===== config.mk =====
export PLATFORM = sky130hd
export DESIGN_NAME = pipelined_rca_adder
export DESIGN_NICKNAME = d
export VERILOG_FILES = /design/src/rtl/adder_pkg.sv /design/src/rtl/pipelined_rca_adder_rca_chunk.sv /design/src/rtl/pipelined_rca_adder.sv
export SDC_FILE = /design/constraint.sdc
export NUM_CORES = 1
export LEC_CHECK = 0
export CORE_ASPECT_RATIO = 1.2
export CORE_MARGIN = 3
export CORE_UTILIZATION = 59
export DETAILED_ROUTE_END_ITERATION = 6
export PLACE_DENSITY = 0.91
export SLEW_MARGIN = 0
export SYNTH_ARGS = -nofsm -noshare
export SYNTH_HDL_FRONTEND = slang
export SYNTH_SLANG_ARGS = --single-unit

===== constraint.sdc =====
create_clock -name clk -period 3 [get_ports clk]
set_input_delay 0.9 -clock clk [delete_from_list [all_inputs] [get_ports clk]]
set_output_delay 0.9 -clock clk [all_outputs]
set_load 0.01 [all_outputs]

===== src/rtl/adder_pkg.sv =====
// adder_pkg -- shared configuration for the pipelined ripple-carry adder.
//
// Contents:
//   DEFAULT_WIDTH / DEFAULT_STAGES : default operand width and pipeline depth
//   chunk_width()                  : bits handled per pipeline stage
//   config_ok()                    : elaboration-time legality check of WIDTH/STAGES
package adder_pkg;

    localparam int unsigned DEFAULT_WIDTH  = 16;
    localparam int unsigned DEFAULT_STAGES = 4;

    function automatic int unsigned chunk_width(input int unsigned width,
                                                input int unsigned stages);
        return width / stages;
    endfunction

    // The operand must split into equal chunks, one per stage.
    function automatic bit config_ok(input int unsigned width,
                                     input int unsigned stages);
        return (stages >= 1) && (stages <= width) && ((width % stages) == 0);
    endfunction

endpackage


===== src/rtl/pipelined_rca_adder_rca_chunk.sv =====
// rca_chunk -- purely combinational W-bit ripple-carry adder slice.
//
// Ports:
//   a, b  : W-bit addends
//   cin   : carry into bit 0
//   sum   : W-bit sum
//   cout  : carry out of bit W-1
module rca_chunk
    import adder_pkg::*;
#(
    parameter int unsigned W = chunk_width(DEFAULT_WIDTH, DEFAULT_STAGES)
) (
    input  logic [W-1:0] a,
    input  logic [W-1:0] b,
    input  logic         cin,
    output logic [W-1:0] sum,
    output logic         cout
);

    logic [W:0] carry;

    assign carry[0] = cin;

    for (genvar gi = 0; gi < W; gi++) begin : g_bit
        assign sum[gi]       = a[gi] ^ b[gi] ^ carry[gi];
        assign carry[gi + 1] = (a[gi] & b[gi]) | (carry[gi] & (a[gi] ^ b[gi]));
    end

    assign cout = carry[W];

endmodule


===== src/rtl/pipelined_rca_adder.sv =====
// pipelined_rca_adder -- WIDTH-bit add/subtract unit built as STAGES ripple
// chunks with the inter-chunk carry registered, valid/ready on both sides.
//
// {out_cout, out_sum} = in_a + (in_b ^ {WIDTH{in_sub}}) + (in_cin ^ in_sub)
//
// Ports:
//   clk, rst_n          : clock (rising edge), asynchronous active-low reset
//   in_valid / in_ready : operand handshake; in_ready = ~stall
//   in_a, in_b          : operands
//   in_cin              : carry-in (borrow-in when subtracting)
//   in_sub              : 0 = add, 1 = subtract
//   out_valid/out_ready : result handshake
//   out_sum, out_cout   : result and carry-out (1 = no borrow on subtract)
//   out_ovf             : two's-complement overflow, only when SIGNED_OVF_EN
//                         is defined
//
// Optional feature macro: SIGNED_OVF_EN
module pipelined_rca_adder
    import adder_pkg::*;
#(
    parameter int unsigned WIDTH  = DEFAULT_WIDTH,
    parameter int unsigned STAGES = DEFAULT_STAGES
) (
    input  logic             clk,
    input  logic             rst_n,
    input  logic             in_valid,
    output logic             in_ready,
    input  logic [WIDTH-1:0] in_a,
    input  logic [WIDTH-1:0] in_b,
    input  logic             in_cin,
    input  logic             in_sub,
    output logic             out_valid,
    input  logic             out_ready,
    output logic [WIDTH-1:0] out_sum,
`ifdef SIGNED_OVF_EN
    output logic             out_ovf,
`endif
    output logic             out_cout
);

    localparam int unsigned CHUNK = chunk_width(WIDTH, STAGES);

    if (!config_ok(WIDTH, STAGES)) begin : g_bad_cfg
        $error("pipelined_rca_adder: WIDTH must be a multiple of STAGES and STAGES in 1..WIDTH");
    end

    // Stage inputs (what stage k sees this cycle) and stage registers
    // (what stage k hands to stage k+1 on the next enabled edge).
    logic             stage_valid    [STAGES];
    logic             stage_carry    [STAGES];
    logic [WIDTH-1:0] stage_a        [STAGES];
    logic [WIDTH-1:0] stage_b        [STAGES];
    logic [WIDTH-1:0] stage_sum      [STAGES];
    logic [WIDTH-1:0] stage_sum_next [STAGES];
    logic             stage_cout     [STAGES];

    logic             valid_reg [STAGES];
    logic             carry_reg [STAGES];
    logic [WIDTH-1:0] sum_reg   [STAGES];
    logic [WIDTH-1:0] a_reg     [STAGES];
    logic [WIDTH-1:0] b_reg     [STAGES];

    logic stall;

    // One global enable: a held result freezes every stage, bubbles included.
    assign stall    = out_valid & ~out_ready;
    assign in_ready = ~stall;

    for (genvar gi = 0; gi < STAGES; gi++) begin : g_stage
        logic [CHUNK-1:0] chunk_sum;
        logic [WIDTH-1:0] sum_merge;

        if (gi == 0) begin : g_head
            // Subtraction is A + ~B + ~borrow; the inversion happens once here.
            assign stage_valid[gi] = in_valid;
            assign stage_carry[gi] = in_cin ^ in_sub;
            assign stage_a[gi]     = in_a;
            assign stage_b[gi]     = in_b ^ {WIDTH{in_sub}};
            assign stage_sum[gi]   = '0;
        end else begin : g_body
            assign stage_valid[gi] = valid_reg[gi-1];
            assign stage_carry[gi] = carry_reg[gi-1];
            assign stage_a[gi]     = a_reg[gi-1];
            assign stage_b[gi]     = b_reg[gi-1];
            assign stage_sum[gi]   = sum_reg[gi-1];
        end

        rca_chunk #(
            .W (CHUNK)
        ) u_chunk (
            .a    (stage_a[gi][gi*CHUNK +: CHUNK]),
            .b    (stage_b[gi][gi*CHUNK +: CHUNK]),
            .cin  (stage_carry[gi]),
            .sum  (chunk_sum),
            .cout (stage_cout[gi])
        );

        // Lower chunks are already final; drop this stage's chunk in place.
        always_comb begin
            sum_merge                    = stage_sum[gi];
            sum_merge[gi*CHUNK +: CHUNK] = chunk_sum;
        end
        assign stage_sum_next[gi] = sum_merge;

        always_ff @(posedge clk or negedge rst_n) begin
            if (!rst_n) begin
                valid_reg[gi] <= 1'b0;
                carry_reg[gi] <= 1'b0;
                sum_reg[gi]   <= '0;
                a_reg[gi]     <= '0;
                b_reg[gi]     <= '0;
            end else if (!stall) begin
                valid_reg[gi] <= stage_valid[gi];
                // Bubbles leave the data registers untouched to save toggling.
                if (stage_valid[gi]) begin
                    carry_reg[gi] <= stage_cout[gi];
                    sum_reg[gi]   <= stage_sum_next[gi];
                    a_reg[gi]     <= stage_a[gi];
                    b_reg[gi]     <= stage_b[gi];
                end
            end
        end
    end

    assign out_valid = valid_reg[STAGES-1];
    assign out_sum   = sum_reg[STAGES-1];
    assign out_cout  = carry_reg[STAGES-1];

`ifdef SIGNED_OVF_EN
    logic ovf_next;
    logic ovf_reg;

    // Carry-into-MSB XOR carry-out-of-MSB is equivalent to "operands share a
    // sign and the sum's sign differs", which needs no internal carry tap.
    assign ovf_next = (stage_a[STAGES-1][WIDTH-1] == stage_b[STAGES-1][WIDTH-1]) &&
                      (stage_sum_next[STAGES-1][WIDTH-1] != stage_a[STAGES-1][WIDTH-1]);

    always_ff @(posedge clk or negedge rst_n) begin
        if (!rst_n) begin
            ovf_reg <= 1'b0;
        end else if (!stall && stage_valid[STAGES-1]) begin
            ovf_reg <= ovf_next;
        end
    end

    assign out_ovf = ovf_reg;
`endif

endmodule


==> impl_metrics.yaml <==
run_status:
  status: "finished, final reports clean"
route:
  dr.first_iter.drc_count: 137
  wl_met1_mm: 3.033
  drt-vias-per-instance: 5.251
  first_pass_iters: 4
  dr_wl_met3_um: 209
  postRouteWirelength_mm: 7.012
  drc_errors: 0
  top_layer: "met4"
  post_drt_wl_per_cell_um: 15.69
  detail-route-antenna-nets: 0
  vias: 2347
  wl_met2_mm: 3.603
logic_synthesis:
  yosys_warnings: 0
  synth_nets: 350
  syn-cell-area_mm2: 0.004193
  synth_cell_types: 19
  avgSynthCellArea_um2: 14.16
  netlist_instances: 296
  yosysSeqAreaShare_pct: 57.30
  synth_seq_cells: 96
layout:
  multi_input_comb_area_mm2: 0.001577
  ff_latch_area_mm2: 0.002402
  finalNonFillerCells: 447
  layout_common_cells: "dfrtp_1, mux2_2, clkdlybuf4s50_1, inv_1, a21oi_1"
  area_delta_synth_final_pct: 20.98
  drive_gt1_share_pct: 27.50
  diodes: 0
  fin_nets: 409
  final_common_cell: "dfrtp_1"
  fillers: 468
floorplan:
  io_pins: 57
  core_mm2: 0.006854
  start_util_pct: 61.17
  die_y_um: 98.35
  fp.dieW_um: 82.96
  num_rows: 33
  dieArea_mm2: 0.008158
pwr:
  power.density_mw_per_mm2: 987.7
  peakVddDrop_mv: 0.4345
  p_leak_nw: 2.283
setup_path:
  worst-path-buf-inv: 2
  crit_required_ps: 2100
  cp_num_cells: 3
  path_cells: "clkdlybuf4s50_1, nand2b_4, clkdlybuf4s50_1"
  cp_max_fo: 2
  cp_slowest_cell: "clkdlybuf4s50_1"
  cp_common_cell: "clkdlybuf4s50_1"
  critical_path_arrival_ps: 2030
  cp_top_family: "buffers and inverters"
  startpoint_type: "input pin"
  critPathMaxStageDelay_ps: 540
  path_class: "input pin to output pin"
  worst_setup_path_end_kind: "output pin"
  reg2regPathDepth: 8
job:
  max_cap_viol_count: 0
timing:
  rsz0062_at_grt: "no"
  fin_crit_sh_pct: 97.76
  maxSlewViolCount: 0
  finalCriticalPeriod_ps: 2933
  fin_ws_ps: 67.07
  relSlewSlack_pct: 65.41
  fmax_ghz: 0.3410
  setup_violations: 0
  clock_skew_ps: 12.39
  worstMarginPinSlew_ps: 518.8
  final_hold_viol_count: 0
place:
  placedCellCount: 431
  port_buffers: 56
  globalplace.congestion: 0.7490
  pre_cts_slack_ps: -510.7
  dp_hpwl_mm: 5.072
min_path:
  min_path_type: "flop to flop"
  min_delay_path_depth: 1
grt:
  gr-total-overflow: 0
  grt_pass1_vias: 2555
  gr-usage-all-layers_pct: 19.26
  grt_pass1_wl_mm: 12.31
  grt_max_degree: 57
  antenna_found_initial: 0
cts:
  cts_tree: "built"
  cts_root_buf: "clkbuf_8"
  cts_buffer_depth: 2
  numCtsBuffers: 9
  cts_max_level: 3
  cts_hold_buffers: 0
  numClockSinks: 96
  clk_pin_slew_ps: 90
  post-cts-setup-buffers: 0
  worstSkewPairLatency_ps: 350
worst reg2reg max path: cells and delay by family, from the launching register on:
kind | cells | cell delay [ps]
fa+ha+maj | 4 | 1350
buf+inv | 3 | 220
flops | 1 | 400
mux | 1 | 140
per-stage QoR:
step	hold slack (ps)	cell area, um2	power [W]	TNS (ps)	utilization [%]
2_1_floorplan	457.2	4244	0.003490	-84.80	-
3_3_place_gp	472.9	4867	0.004069	-797.0	71.01
3_5_place_dp	490.8	4867	0.004220	-945.0	71.01
4_1_cts	504.2	5070	0.005082	0	73.97
5_1_grt	520.1	5072	0.005394	0	74.01
6_report	494.3	5072	0.005010	0	74.01
synthesized netlist by cell type (all sizes together):
| library cell | number | area [um2] |
|---|---|---|
| nand2 | 5 | 23.77 |
| and2 | 1 | 8.760 |
| nand3 | 4 | 20.02 |
| dfrtp | 96 | 2402 |
| xor2 | 6 | 52.55 |
| mux2i | 10 | 100.1 |
| xnor2 | 11 | 96.34 |
| fa | 16 | 320.3 |
| nand2b | 1 | 13.76 |
| mux2 | 68 | 784.5 |
| o21ai | 7 | 35.03 |
| clkbuf | 3 | 11.26 |
| a21oi | 20 | 100.1 |
| buf | 11 | 85.07 |
| inv | 37 | 138.9 |
final timing paths:
| check | endpoint | startpoint | slack [ps] |
|---|---|---|---|
| max reg2reg | g_stage[3].sum_merge[11] | a_reg[40] | 810 |
| min in group asynchronous | out_sum[3] | rst_n | 520 |
| max | in_ready | out_ready | 70 |
| max in group asynchronous | g_stage[2].sum_merge[5] | rst_n | 1820 |
| min | out_sum[7] | g_stage[3].sum_merge[7] | 490 |
| min reg2reg | out_sum[7] | g_stage[3].sum_merge[7] | 490 |
layer usage:
layer  up-vias  track usage [%]
met4         0            9.182
met2        49            31.42
met3        14            2.616
met1      1200            25.78
met5         -                0
li1       1084                -
logic make-up (layout without fill, tap and decap cells):
group / Yosys count / after routing / share of synthesized area, %
AND/OR/NAND/NOR: 11 / 11 / 1.582
multiplexers: 78 / 78 / 21.10
flip-flops: 96 / 96 / 57.30
XOR/XNOR: 17 / 17 / 3.551
buffers and inverters: 51 / 115 / 5.610
adder cells (fa/ha/maj): 16 / 16 / 7.640
AO/OA/AOI/OAI: 27 / 27 / 3.223
report_power, final:
group          internal (W)  total [W]  switching [W]
Clock              0.000433   0.000837       0.000405
Combinational       0.00112    0.00193       0.000810
Sequential          0.00190    0.00224       0.000343
Total               0.00345    0.00501        0.00156
final cells by class:
class	count	share of cell area [%]
clock inverter	2	0.7400
sequential	96	47.36
timing repair buffer	62	12.73
tap	87	2.146
inverter	37	2.738
multi-input combinational	149	31.08
clock buffer	14	3.207
repair_timing:
item,4_1_cts,5_1_grt
pin swaps,0,0
endpoints found under the setup margin,1,1
gates resized for setup,2,1
gates cloned,0,0
Note: power is estimated with default switching activity, not from simulation.
==> patch (same settings) <==
Change the package constant `DEFAULT_STAGES` from 4 to 8.
--- a/src/rtl/adder_pkg.sv
+++ b/src/rtl/adder_pkg.sv
@@ -7,7 +7,7 @@
 package adder_pkg;
 
     localparam int unsigned DEFAULT_WIDTH  = 16;
-    localparam int unsigned DEFAULT_STAGES = 4;
+    localparam int unsigned DEFAULT_STAGES = 8;
 
     function automatic int unsigned chunk_width(input int unsigned width,
                                                 input int unsigned stages);
Function: changed (Yosys sat finds a counterexample within 10 cycles, from zero or initial values and one cycle with rst_n low).
==> patch against the unedited design <==
Combinational power up 75%; area after synthesis up 93%; sequential share of layout area up 5.6 points; largest power group unchanged; wire length up 110%; global-route usage up 1.3 points; clock skew down 3.6 ps; count of clock-buffer cells in the layout up 7; total power up 110%; final area up 86%; sequential cell count up 104; worst setup slack about the same.
==> patch: results (changes against the unedited design) <==
final_layout:
  multi_input_gates: 282  # +89%
  layout.clock_buffers: 21  # +7
  fillCellCount: 856  # +83%
  final-clk-cell-share_pct: 6.272  # +2.3 points
  sh_seq_area_pct: 52.93  # +5.6 points
  inverters: 46  # +24%
  drive_above_1_share_pct: 32.01  # +4.5 points
  num-nonclk-buffers: 71  # +15%
run_status:
  status: "finished clean"
power:
  switching_share_pct: 30.20  # -0.90 points
  powerDensity_mw_per_mm2: 1097  # +11%
  p_leak_nw: 4.185  # +83%
  vdd.ir_drop.worst_mv: 0.5580  # +28%
setup_path:
  r2r_end: "a_reg[63]$_DFFE_PN0P_"
  r2r_cells: 5  # -3
  ff2ff_setup_slack_ps: 1160  # +350 ps
cts:
  cts_root_buffer: "clkbuf_16"
  ctsResizeCount: 0  # -2
  cts-htree-levels: 4  # +1
  path_clk_slew_ps: 70  # -20 ps
hold_path:
  hold_path_class: "primary input to asynchronous set/reset pin"
placement:
  hpwl_mm: 9.757  # +92%
  gp_congestion: 0.7460  # -0.40%
synthesis:
  synth.yosys.seq_area_share_pct: 61.74  # +4.4 points
  synth-seq-cells: 200  # +110%
  syn_nets: 608  # +74%
  synth_cell_types: 22  # +3
  synthTopCellsByArea: "dfrtp_1 (62%), mux2_2 (19%), fa_1 (4.0%), o21ai_0 (3.5%), mux2_4 (2.2%)"
routing:
  routed_wl_mm: 14.45  # +110%
  dr.first_iter.drc_count: 249  # +82%
  dr_total_vias: 4434  # +89%
global_routing:
  grt_pass1_wl_mm: 24.22  # +97%
  grt_max_degree: 68  # +19%
  grt_pass1_vias: 4887  # +91%
==> patch: cell types whose count changed after synthesis, moves of 4 or more <==
| cell | delta |
|---|---|
| mux2_2 | +74 |
| buf_4 | +8 |
| inv_1 | +8 |
| o21ai_0 | +49 |
| dfrtp_1 | +104 |
| mux2_4 | +7 |
| mux2i_1 | -9 |
| a21oi_1 | +4 |
==> patch: worst max-delay path by stage <==
| stage | start | to | cells after the start | slack (ps) |
|---|---|---|---|---|
| global route | out_ready | in_ready | 4 | 50 |
| global placement | out_ready | in_ready | 4 | 70 |
| detailed placement | out_ready | in_ready | 4 | 60 |
| CTS | out_ready | in_ready | 4 | 60 |
| floorplan | in_sub | g_stage[1].sum_merge[1]$_DFFE_PN0P_ | 7 | 280 |
| finish | out_ready | in_ready | 4 | 70 |
==> patch: critical path: cells and delay by family <==
kind          cells  cell delay (ps)
buf+inv           3             1070
simple gates      1               60
==> patch: per-layer routing <==
metal | vias to the layer above | track usage, % | share of wire, %
met5 | - | 0 | 0
met2 | 114 | 36.99 | 55
met4 | 0 | 9.285 | 3.1
met1 | 2284 | 23.02 | 38
met3 | 37 | 4.738 | 3.7
li1 | 1999 | - | -
==> patch: logic make-up (layout without fill, tap and decap cells) <==
family                     Yosys count  after routing  share of synthesized area, %
and+or+nand+nor                     16             16                         1.157
buffers and inverters               72            146                         4.584
muxes                              153            153                         21.79
AOI/OAI and AO/OA                   80             80                         4.939
adders and majority gates           16             16                         3.951
xor gates and xnor gates            17             17                         1.837
DFF                                200            200                         61.74
==> patch: per-stage QoR <==
stage	area [um^2]	cells	hold slack, ps	setup WS [ps]
global route	9455	796	469.9	46.02
global placement	8862	767	468.9	70.65
CTS	9455	796	454.3	56.50
floorplan	8107	554	452.2	283.1
finish	9455	796	451.1	67.53
detailed placement	8862	767	474.8	63.42
